<file path="src/rtl/guard_reset_sequencer.sv">
// Reset/isolation sequencer for the AXI monitor: isolates the port on a guard
// reset request, drains, holds the subordinate in reset, then clears the guards.
module guard_reset_sequencer #(
    parameter int DrainCycles   = 32,
    parameter int RstHoldCycles = 16,
    parameter int TimerWidth    = 8,
    parameter int EvtCntWidth   = 8
) (
    input  logic                   clk_i,
    input  logic                   rst_ni,
    input  logic                   wr_reset_req_i,
    input  logic                   rd_reset_req_i,
    input  logic                   bus_idle_i,
    input  logic                   irq_clr_i,
    output logic                   isolate_o,
    output logic                   slv_rst_no,
    output logic                   reset_clear_o,
    output logic                   busy_o,
    output logic                   irq_o,
    output logic [1:0]             cause_o,
    output logic [EvtCntWidth-1:0] evt_cnt_o
);

    typedef enum logic [1:0] {
        IDLE    = 2'd0,
        ISOLATE = 2'd1,
        HOLD    = 2'd2,
        CLEAR   = 2'd3
    } state_e;

    localparam logic [TimerWidth-1:0] DRAIN_LAST = TimerWidth'(DrainCycles - 1);
    localparam logic [TimerWidth-1:0] HOLD_LAST  = TimerWidth'(RstHoldCycles - 1);

    state_e                 state_q, state_d;
    logic [TimerWidth-1:0]  timer_q, timer_d;
    logic                   irq_q, irq_d;
    logic [1:0]             cause_q, cause_d;
    logic [EvtCntWidth-1:0] evt_cnt_q, evt_cnt_d;
    logic                   start;

    always_ff @(posedge clk_i) begin
        if (!rst_ni) begin
            state_q   <= IDLE;
            timer_q   <= '0;
            irq_q     <= 1'b0;
            cause_q   <= '0;
            evt_cnt_q <= '0;
        end else begin
            state_q   <= state_d;
            timer_q   <= timer_d;
            irq_q     <= irq_d;
            cause_q   <= cause_d;
            evt_cnt_q <= evt_cnt_d;
        end
    end

    always_comb begin
        state_d       = state_q;
        timer_d       = timer_q;
        cause_d       = cause_q;
        evt_cnt_d     = evt_cnt_q;
        start         = 1'b0;
        isolate_o     = 1'b0;
        slv_rst_no    = 1'b1;
        reset_clear_o = 1'b0;

        case (state_q)
            IDLE: begin
                if (wr_reset_req_i || rd_reset_req_i) begin
                    start   = 1'b1;
                    state_d = ISOLATE;
                    timer_d = '0;
                    cause_d = {rd_reset_req_i, wr_reset_req_i};
                    if (evt_cnt_q != '1) begin
                        evt_cnt_d = evt_cnt_q + 1'b1;
                    end
                end
            end
            ISOLATE: begin
                isolate_o = 1'b1;
                if (bus_idle_i || timer_q == DRAIN_LAST) begin
                    state_d = HOLD;
                    timer_d = '0;
                end else begin
                    timer_d = timer_q + 1'b1;
                end
            end
            HOLD: begin
                isolate_o  = 1'b1;
                slv_rst_no = 1'b0;
                if (timer_q == HOLD_LAST) begin
                    state_d = CLEAR;
                    timer_d = '0;
                end else begin
                    timer_d = timer_q + 1'b1;
                end
            end
            CLEAR: begin
                isolate_o     = 1'b1;
                reset_clear_o = 1'b1;
                // Wait for both guards to drop; a stuck guard keeps us here.
                if (!wr_reset_req_i && !rd_reset_req_i) begin
                    state_d = IDLE;
                end
            end
            default: begin
                state_d = IDLE;
                timer_d = '0;
            end
        endcase

        // A new sequence start wins over a same-cycle clear.
        if (start) begin
            irq_d = 1'b1;
        end else if (irq_clr_i) begin
            irq_d = 1'b0;
        end else begin
            irq_d = irq_q;
        end
    end

    assign busy_o    = (state_q != IDLE);
    assign irq_o     = irq_q;
    assign cause_o   = cause_q;
    assign evt_cnt_o = evt_cnt_q;

endmodule

</file>
<file path="config.mk">
export PLATFORM = sky130hd
export DESIGN_NAME = guard_reset_sequencer
export DESIGN_NICKNAME = d
export VERILOG_FILES = /design/src/rtl/guard_reset_sequencer.sv
export SDC_FILE = /design/constraint.sdc
export NUM_CORES = 1
export LEC_CHECK = 0
export ABC_AREA = 1
export CAP_MARGIN = 0
export CORE_UTILIZATION = 45
export DETAILED_ROUTE_END_ITERATION = 6
export GPL_TIMING_DRIVEN = 0
export PLACE_DENSITY = 0.74
export SYNTH_ARGS = -nofsm -noshare
export SYNTH_HDL_FRONTEND = slang
export SYNTH_SLANG_ARGS = --single-unit
</file>
<file path="constraint.sdc">
create_clock -name clk_i -period 1.6 [get_ports clk_i]
set_clock_uncertainty 0.1 [all_clocks]
set_input_delay 0.32 -clock clk_i [delete_from_list [all_inputs] [get_ports clk_i]]
set_output_delay 0.32 -clock clk_i [all_outputs]
set_load 0.01 [all_outputs]
</file>
# == Word-level counts from Yosys, hierarchy flattened ==
# Index checks and enable logic that the tools add are counted.
# word_totals
register_bits,21
output_inout_bits,15
wordCells,47
# classes
reduce_logical,14
eq_ne,10
addsub,2
n_mux,16
# ops
cell,count
8-bit 2-to-1 mux,3
8-bit one-hot mux with 3 select lines,1
"8-bit by 1-bit adder with 8-bit output, second input constant",2
"8-bit by 4-bit equality test with 1-bit output, second input constant",1
"8-bit by 5-bit equality test with 1-bit output, second input constant",1
2-bit 2-to-1 mux,4
"2-bit inequality test, second input constant",4
"8-bit inequality test, second input constant",1
2-bit one-hot mux with 4 select lines,1
1-bit 2-to-1 mux,7
"2-bit equality test, second input constant",2
2-bit AND reduction,2
4-bit AND reduction,1
2-bit nonzero test,2
3-bit AND reduction,1
3-bit nonzero test,1
3-bit OR reduction,1
"2-bit by 1-bit equality test with 1-bit output, second input constant",1
1-bit zero test,2
2-bit zero test,1
1-bit logical OR,2
1-bit logical AND,1

# == Depth between registers and ports, before layout ==
# Gate-level depths: netlist of run 1.
# logic_depth
word_depth,4
mapped_depth,10

# == Worst setup path after synthesis of run 1 ==
# Ideal clock, no wire load.
# synth_path
kind,register to register
startpoint,register state_q[0]
endpoint,register evt_cnt_q[6] (netlist: evt_cnt_o[6])
path_stages_with_launch,8
setup_time_ns,0.119
setup_slack_ns,0.220
path_buffers,0
required_time_ns,1.381
arrival_time_ns,1.161
path_cell_list,dfxtp_1 -> inv_1 -> ha_1 -> inv_1 -> nor2_4 -> nand3_1 -> o21ai_0 -> a21oi_1
# synth_between
elab_chain_cells,2
# synth_rtl
item,line_no,source
from (decl),34,"state_e state_q, state_d;"
from (signal assigned),49,state_q <= state_d;
2-bit zero test,67,case (state_q)
3-bit AND reduction (no line),-,
to (signal assigned),53,evt_cnt_q <= evt_cnt_d;
to (decl),38,"logic [EvtCntWidth-1:0] evt_cnt_q, evt_cnt_d;"
# Every way passes these cells.
# A chain may end at the register's enable or synchronous reset.

# == Worst setup path after layout of run 1 ==
# layout_path
startpoint,register state_q[1]
endpoint,output port slv_rst_no
# layout_between
elab_chain_cells,2
# layout_rtl
item,line_no,source
2-bit equality test,67,
1-bit 2-to-1 mux,67,
to (decl),16,"output logic slv_rst_no,"
# Every way passes these cells.

==> reports/results.tsv, run 1 <==
stage	metric	value	unit
worst_setup_path	path_max_fanout	2	
place	place_area	1480	µm²
die	io_pins	21	
die	die_y	54.8	µm
clock_network	tritoncts	built	
grt	grt.total_usage	21.8	%
clock_network	max-clock-path-buffers	2	
worst_setup_path	arrival	1.18	ns
synth	synth_nets	195	
grt	grt_pass1_vias	1167	
synth	synth_top_family_by_area	simple AND/OR/NAND/NOR gates	
pwr	pwr_density_cell	1320	nW/µm²
die	dieArea	3000	µm²
synth	ys_warn_count	0	
place	hpwl	1.98	mm
worst_setup_path	cp-end-kind	output pin	
synth	ys_seq_area_share	33.6	%
synth	synth_area	1250	µm²
grt	overflow	0	
route	drt_drc_violations_left	0	
clock_network	htreeDepth	1	
finish	insertedDiodeCount	0	
route	avgViaCountPerCell	5.08	
timing	fmax	624	MHz
finish	stdcell_area	1670	µm²
finish	syn_to_final_growth	33.3	%
place	dp_cells	232	
synth	synth_edf_count	0	
synth	async_reset_ff_share	0	%
timing	slew_violations	0	
route	final_antenna_net_count	0	
timing	final_hold_viol_count	0	
synth	synth.distinct_cells	26	
route	dr.pass1.iters	4	
timing	tns	-0.00326	ns
finish	nets	229	
timing	finalCriticalPeriod	1.60	ns
synth	synth_cells	183	
clock_network	clock_latency	0.31	ns
pwr	power.leakage	0.741	nW
flow_run	maxCapViolCount	0	
die	start_util	49.2	%
timing	worst_slew_pin_slew	0.543	ns
timing	maxSlewHeadroom	63.8	%
finish	drive_gt1_share	33.8	%
grt	grt_pass1_wl	4.68	mm
grt	grt_start_max_net_pins	13	
worst_setup_path	critPathKind	reg -> out	
pwr	vdd_drop_max	0.00129	V
synth	synth-seq-cells	21	
place	port_buffers	19	
timing	fin_crit_sh	100	%
finish	final_common_cell	nand2_1	
finish	n_fill_cell	220	
pwr	total_power	2.20	mW
clock_network	cts_root_buf	clkbuf_4	
status	status	complete, but fails checks	
status	violations	setup timing	
timing	rsz0062_at_grt	yes	
finish	mostFrequentLayoutCells	49 x nand2_1, 17 x nor2_1, 16 x inv_1	
worst_setup_path	cp.required	1.18	ns
finish	post-route-util	65.6	%
route	num_vias	1249	
worst_hold_path	min_path_type	in -> reg	
worst_hold_path	hold_depth	3	
route	wl	2.98	mm
route	drt_iter0_drc	21	
route	wl_per_cell	12.1	µm
die	die-width	54.8	µm
place	gp_congestion	0.810	
synth	synth-simple-area-share	36.7	%
grt	antenna_found_initial	0	
clock_network	numCtsBuffers	3	
clock_network	clkSinkCount	21	
synth	synth_area_per_cell	6.84	µm²
synth	synthAdderAreaFrac	5.99	%
die	core-area	2540	µm²
clock_network	path_clk_slew	0.12	ns
timing	setup_viol	1	
synth	synth-compound-area-share	11.4	%
worst_setup_path	startpoint_type	flop	
synth	synthMuxAreaShare	0	%
worst_setup_path	r2r_cells	9	
die	row_count	18	
finish	stdcell_count	246	
synth	synth_xor_area_share	2.80	%
timing	setup_ws	-0.00326	ns
synth	ys.flop_type	dfxtp_1	
[cells in the mapped netlist (all sizes together), types with 2 or more instances]
cell type / number / area share, %
ha: 6 / 6.0
xor2: 4 / 2.8
nand2: 58 / 19
inv: 24 / 7.4
nand3: 15 / 6.4
o21bai: 2 / 1.5
buf: 3 / 1.9
o21ai: 7 / 2.8
nor2: 22 / 9.6
dfxtp: 21 / 34
a21oi: 17 / 7.1
[flip-flops by register name, summed over array words and instances, names as in the netlist]
name	cells
irq_o	1
cause_o	2
timer_q	8
evt_cnt_o	8
state_q	2
[routing by layer]
layer	vias up	global-route usage, %	wire length (µm)
li1	645	-	-
met1	579	23.7	1300
met2	21	39.6	1580
met3	4	5.28	76
met4	0	8.97	29
met5	-	0	0
[layout make-up]
type | count | area (µm²) | area share (%)
Inverter | 24 | 100 | 6.00
Sequential cell | 21 | 438 | 26.2
Timing Repair Buffer | 30 | 249 | 14.9
Clock buffer | 3 | 22.5 | 1.35
Clock inverter | 1 | 5.00 | 0.300
Multi-Input combinational cell | 134 | 797 | 47.8
Tap cell | 30 | 37.5 | 2.25
Buffer | 3 | 20.0 | 1.20
[kinds of logic (layout without fill, tap and decap cells)]
group           count (synthesis)  count (layout)
simple gates                   98              98
buf+inv                        28              61
xor+xnor                        4               4
compound gates                 26              26
flops                          21              21
fa+ha+maj                       6               6
[report_power, final]
part	total (mW)	switching [mW]	internal [mW]
Sequential	0.672	0.0644	0.607
Combinational	1.27	0.707	0.564
Clock	0.262	0.168	0.0933
Total	2.20	0.940	1.26
[final timing paths]
check	to	slack, ns	startpoint
hold reg to reg	cause_o[0]	0.37	cause_o[0]
setup reg to reg	timer_q[2]	0.01	state_q[1]
hold / removal	evt_cnt_o[0]	0.22	rst_ni
setup / recovery	slv_rst_no	-0.003	state_q[1]
[stage by stage]
step / worst slack (ns) / hold slack [ns]
after CTS: -0.0119 / 0.196
after global routing: -0.0724 / 0.211
after floorplan: 0.220 / 0.359
final: -0.00326 / 0.223
after global placement: -0.251 / 0.350
after detailed placement: -0.296 / 0.364
[worst max-delay path, cell delays in order, from the launching register on]
cell,delay (ns)
dfxtp_2,0.39
buf_4,0.12
ha_2,0.19
inv_2,0.04
buf_2,0.13
[repair_timing]
action | 4_1_cts | 5_1_grt
hold buffers | 0 | 0
pin swaps | 1 | 11
endpoints found under the setup margin | 15 | 13
gates resized for setup | 41 | 26
setup buffers | 8 | 4
No activity file was read; power rests on OpenSTA's default activity.
==> run 2, diff against run 1 <==
- ABC_CLOCK_PERIOD_IN_PS: not set -> 1600
==> results of run 2 <==
No change in the layout: final DEF, timing and power equal those of run 1.
==> run 3, diff against run 2 <==
- ABC_CLOCK_PERIOD_IN_PS: 1600 -> not set
- CORE_ASPECT_RATIO: not set -> 0.8
==> run 3 against run 2 <==
The run now ends clean. Non-clock buffer count is 3 lower. Power is 6.0% lower. Maximum frequency is 2.9% higher. Critical path depth is 1 higher. Largest power group unchanged. Sequential cell count stayed put. Routed wire length is 9.0% lower. Combinational power is 9% lower. Worst setup slack better by 0.045 ns. Cell count is 1.2% higher. Global-route usage is 1.3 points lower. Sequential share of layout area is 0.81 points higher. Sequential power is 0.7% lower.
==> reports/results.tsv, run 3 (synthesis gave the netlist of run 1 again) <==
stage	metric	value	unit
die	row_count	16	
worst_setup_path	startpoint_type	flop	
clock_network	max-clock-path-buffers	2	
timing	setup_viol	0	
place	gp_congestion	0.825	
clock_network	clock_latency	0.30	ns
route	wl	2.72	mm
grt	grt_pass1_wl	4.65	mm
route	avgViaCountPerCell	4.82	
worst_hold_path	min_path_type	in -> reg	
worst_setup_path	cp-end-kind	output pin	
pwr	p_seq_share	32.2	%
worst_setup_path	cpLargestDelayFamily	flip-flops	
worst_setup_path	path_max_fanout	3	
timing	worst_slew_pin_slew	0.646	ns
route	drt_iter0_drc	49	
route	num_vias	1200	
finish	mostFrequentLayoutCells	50 x nand2_1, 17 x nor2_1, 15 x inv_1	
grt	overflow	0	
die	core-area	2540	µm²
place	port_buffers	19	
clock_network	htreeDepth	1	
worst_setup_path	arrival	1.14	ns
pwr	vdd_drop_max	0.000873	V
grt	antenna_found_initial	0	
place	hpwl	1.96	mm
worst_setup_path	max_stage_delay	0.34	ns
finish	drive_gt1_share	31.5	%
grt	grt_start_max_net_pins	13	
timing	fmax	642	MHz
pwr	comb_power_share	55.4	%
worst_setup_path	cp_slowest_cell	dfxtp_2	
timing	finalCriticalPeriod	1.56	ns
route	final_antenna_net_count	0	
route	dr.pass1.iters	4	
finish	nets	226	
clock_network	tritoncts	built	
die	start_util	49.3	%
finish	insertedDiodeCount	0	
status	status	finished, final reports clean	
die	io_pins	21	
timing	maxSlewHeadroom	56.9	%
grt	grt.total_usage	20.5	%
die	die-width	61.0	µm
finish	syn_to_final_growth	29.3	%
pwr	internal-power	1.21	mW
worst_setup_path	cp_common_cell	buf_6	
clock_network	numCtsBuffers	3	
route	wl_per_cell	10.9	µm
grt	grt_pass1_vias	1073	
die	die_y	49.2	µm
clock_network	ctsHoldBuffers	0	
pwr	total_power	2.07	mW
pwr	pwr_density_cell	1280	nW/µm²
worst_setup_path	path_buf_inv	4	
flow_run	maxCapViolCount	0	
pwr	switching_share	41.7	%
worst_setup_path	critPathKind	reg -> out	
timing	rsz0062_at_grt	yes	
worst_setup_path	cp.required	1.18	ns
timing	fin_crit_sh	97.4	%
die	dieArea	3000	µm²
pwr	p_clk_share	12.4	%
pwr	power.leakage	0.720	nW
clock_network	cts_root_buf	clkbuf_4	
finish	post-route-util	63.7	%
finish	final_common_cell	nand2_1	
worst_setup_path	path_cells	inv_2 > ha_4 > inv_4 > buf_6 > buf_6	
pwr	p_switching	863	µW
route	drt_drc_violations_left	0	
clock_network	path_clk_slew	0.12	ns
timing	final_hold_viol_count	0	
clock_network	clkSinkCount	21	
timing	slew_violations	0	
==> run 3: cell types whose count changed in the layout (fill, tap and decap cells not counted), moves of 2 or more <==
cell,before,now
buf_4,10,7
inv_2,4,7
inv_4,4,2
nand3_1,9,12
nand3_2,6,3
==> run 3: worst paths after layout <==
path,endpoint,slack (ns),startpoint,cells after the start
worst min register to register,irq_o,0.37,irq_o,2
worst max-delay path,isolate_o,0.04,state_q[0],5
worst min-delay path,state_q[0],0.22,rst_ni,3
worst max register to register,timer_q[6],0.06,timer_q[1],8
==> run 3: area by class of cell <==
cell class / instances / area, µm²
fillers: 239 / 923
inverters: 24 / 95.1
repair buffers: 26 / 215
clock inverters: 1 / 5.00
plain buffers: 4 / 31.3
clock buffers: 3 / 22.5
multi-input cells: 134 / 767
flip-flops and latches: 21 / 438
well taps: 36 / 45.0
==> run 3: per-layer routing <==
layer | vias up | GRT usage (%) | part of all wire [%]
li1 | 636 | - | -
met1 | 531 | 27.5 | 47
met2 | 31 | 33.9 | 47
met3 | 2 | 4.77 | 5.7
met4 | 0 | 3.41 | 0.29
met5 | - | 0 | 0
==> run 3: power by group through the flow <==
stage,combinational (mW),sequential [mW],clock [mW]
floorplan,0.643,0.679,0
global placement,0.943,0.665,0
detailed placement,0.969,0.669,0
CTS,1.01,0.664,0.266
global route,1.27,0.677,0.286
finish,1.15,0.667,0.257
==> run 3: what timing repair did <==
action,in CTS,in global routing
resized for setup,43,17
setup endpoints to repair,15,16
setup buffers,2,5
pin swaps,1,6
==> run 3: stage by stage <==
stage,instance area (µm²),std cells,worst slack (ns),TNS [ns],hold slack [ns]
after floorplan,1250,183,0.220,0,0.359
after global placement,1490,238,-0.267,-1.44,0.349
after detailed placement,1490,238,-0.262,-1.89,0.362
after CTS,1530,244,-0.00860,-0.00860,0.207
after global routing,1620,249,-0.0257,-0.0405,0.235
final,1620,249,0.0421,0,0.224
==> run 3: worst register-to-register path: cells and delay by family (launching register included) <==
family / cells / cell delay (ns)
AOI/OAI and AO/OA: 1 / 0.05
adders and majority gates: 1 / 0.21
DFF: 1 / 0.36
and+or+nand+nor: 6 / 0.69
==> variant: new RTL, config.mk and constraints of run 3 <==
Change the parameter `TimerWidth` from 8 to 12.
--- a/src/rtl/guard_reset_sequencer.sv
+++ b/src/rtl/guard_reset_sequencer.sv
@@ -4,5 +4,5 @@
     parameter int DrainCycles   = 32,
     parameter int RstHoldCycles = 16,
-    parameter int TimerWidth    = 8,
+    parameter int TimerWidth    = 12,
     parameter int EvtCntWidth   = 8
 ) (
Behaviour: no difference found for any inputs over 10 cycles, from zero or initial values and one cycle with rst_ni low; that may be too few to reach the edited logic, so the function may still have changed.
==> variant against run 3 <==
  * The run now ends with setup timing left
  * Global-route usage is essentially flat
  * Clock power rose by 48%
  * Power increased by 36%
  * Worst hold slack gained 0.16 ns
  * Worst setup slack worse by 0.11 ns
  * Design area rose by 20%
  * Routed wire length grew 26%
  * Sequential power is 22% higher
  * Critical path depth increased by 2
  * Synthesized area up 13%
  * Sequential cell count is 4 higher
  * Register-to-register slack lost 0.09 ns
  * Critical endpoint is now evt_cnt_o[2]
  * Largest cell class unchanged
  * Highest routed layer unchanged
==> variant: results (changes against run 3) <==
Placed inst area -> 1660 sq um (+12%)
Non-CTS buffers -> 35 (+17%)
Failing checks -> setup timing
Proportion of cell area occupied by registers -> 26.7% (-0.37 points)
First-pass GRT wire length -> 5240 um (+13%)
Avg Cell Area, Syn -> 7.01 sq um (+2.4%)
DR iter-0 viols -> 52 (+6.1%)
Crit path arrival time -> 1.72 ns (+0.58 ns)
PnR worst setup slack -> -0.0640 ns (-0.106 ns)
Lkg Pwr -> 0.000808 uW (+12%)
Fraction of area in multi-input gates -> 47.9% (+0.50 points)
Post-Syn Nets -> 215 (+10%)
Largest net degree at the start of global routing -> 14 (+1)
Nets -> 253 (+12%)
Clk root buf -> clkbuf_8
IO buf count -> 20 (+1)
Top post-synthesis cells by area -> dfxtp_1 (35%), nand2_1 (11%), nor2_1 (8.5%)
Hpwl dp -> 2140 um (+9.4%)
Seq cells post-synth -> 25 (+19%)
Gr usage total -> 20.6% (+0.028 points)
Vias in the first global route -> 1188 (+11%)
Crit-path max cell delay -> 0.54 ns (+0.20 ns)
Crit path max-delay family -> buffers and inverters
Routability congestion estimate -> 0.826 (+0.11%)
Worst-path clk slew -> 0.09 ns (-0.03 ns)
Seq/Total Area, Yosys -> 35.4% (+1.8 points)
Met3 wire length -> 191 um (+23%)
Max IR drop VDD -> 0.00109 V (+24%)
DR WL/cell -> 12.4 um (+13%)
Netlist cell types -> 25 (-3.8%)
Post-synth top cells -> nand2_1 (43), nor2_1 (32), dfxtp_1 (25), inv_1 (23), a21oi_1 (11)
CP max FO -> 6 (+3)
Status -> finished, violations left
Number of non-clock inverters -> 25 (+4.2%)
Final setup fails -> 1 (+1)
-- variant: cell count changes in the layout (fill, tap and decap cells not counted), sizes merged, moves of 3 or more --
cell / change
dlygate4sd2: -3
clkdlybuf4s50: +4
a21oi: -6
dfxtp: +4
buf: +3
nand3: -5
nand2: -7
nor3: +3
nor2: +21
-- variant: kinds of logic (layout without fill, tap and decap cells) --
kind of cell / after synthesis / count (layout) / synth area share [%]
flip-flops: 25 / 25 / 35.4
XOR/XNOR: 7 / 7 / 4.33
buffers and inverters: 27 / 64 / 7.43
AO/OA/AOI/OAI: 24 / 24 / 9.20
adder cells (fa/ha/maj): 7 / 7 / 6.19
AND/OR/NAND/NOR: 112 / 112 / 37.5
-- variant: final timing paths --
kind / end / startpoint / slack [ns] / depth (start not counted)
max: evt_cnt_o[2] / wr_reset_req_i / -0.06 / 7
min: evt_cnt_o[0] / evt_cnt_o[0] / 0.39 / 1
max reg2reg: evt_cnt_o[2] / state_q[0] / -0.03 / 8
min reg2reg: evt_cnt_o[0] / evt_cnt_o[0] / 0.39 / 1
-- variant: through the flow --
step                      setup WS [ns]  TNS [ns]  util [%]  instances
final                           -0.0640   -0.0640      67.5        277
after global routing             -0.107    -0.218      67.5        277
after CTS                       -0.0146   -0.0274      61.8        270
after detailed placement         -0.288     -4.52      57.9        260
after global placement           -0.285     -4.38      57.9        260
after floorplan                  0.0911         0         -        202
-- variant: per-layer routing --
metal | track usage (%) | up-vias
li1 | - | 710
met1 | 27.0 | 631
met2 | 33.5 | 41
met3 | 4.61 | 8
met4 | 6.67 | 0
met5 | 0 | -
-- variant: timing repair --
action	CTS	global route
resized for setup	37	30
setup endpoints to repair	29	24
pin swaps	1	9
buffers inserted	6	7
-- variant: power by group --
part           internal (uW)  switching (uW)
combinational            732             884
sequential               727            89.8
clock                    178             203
total                   1640            1180
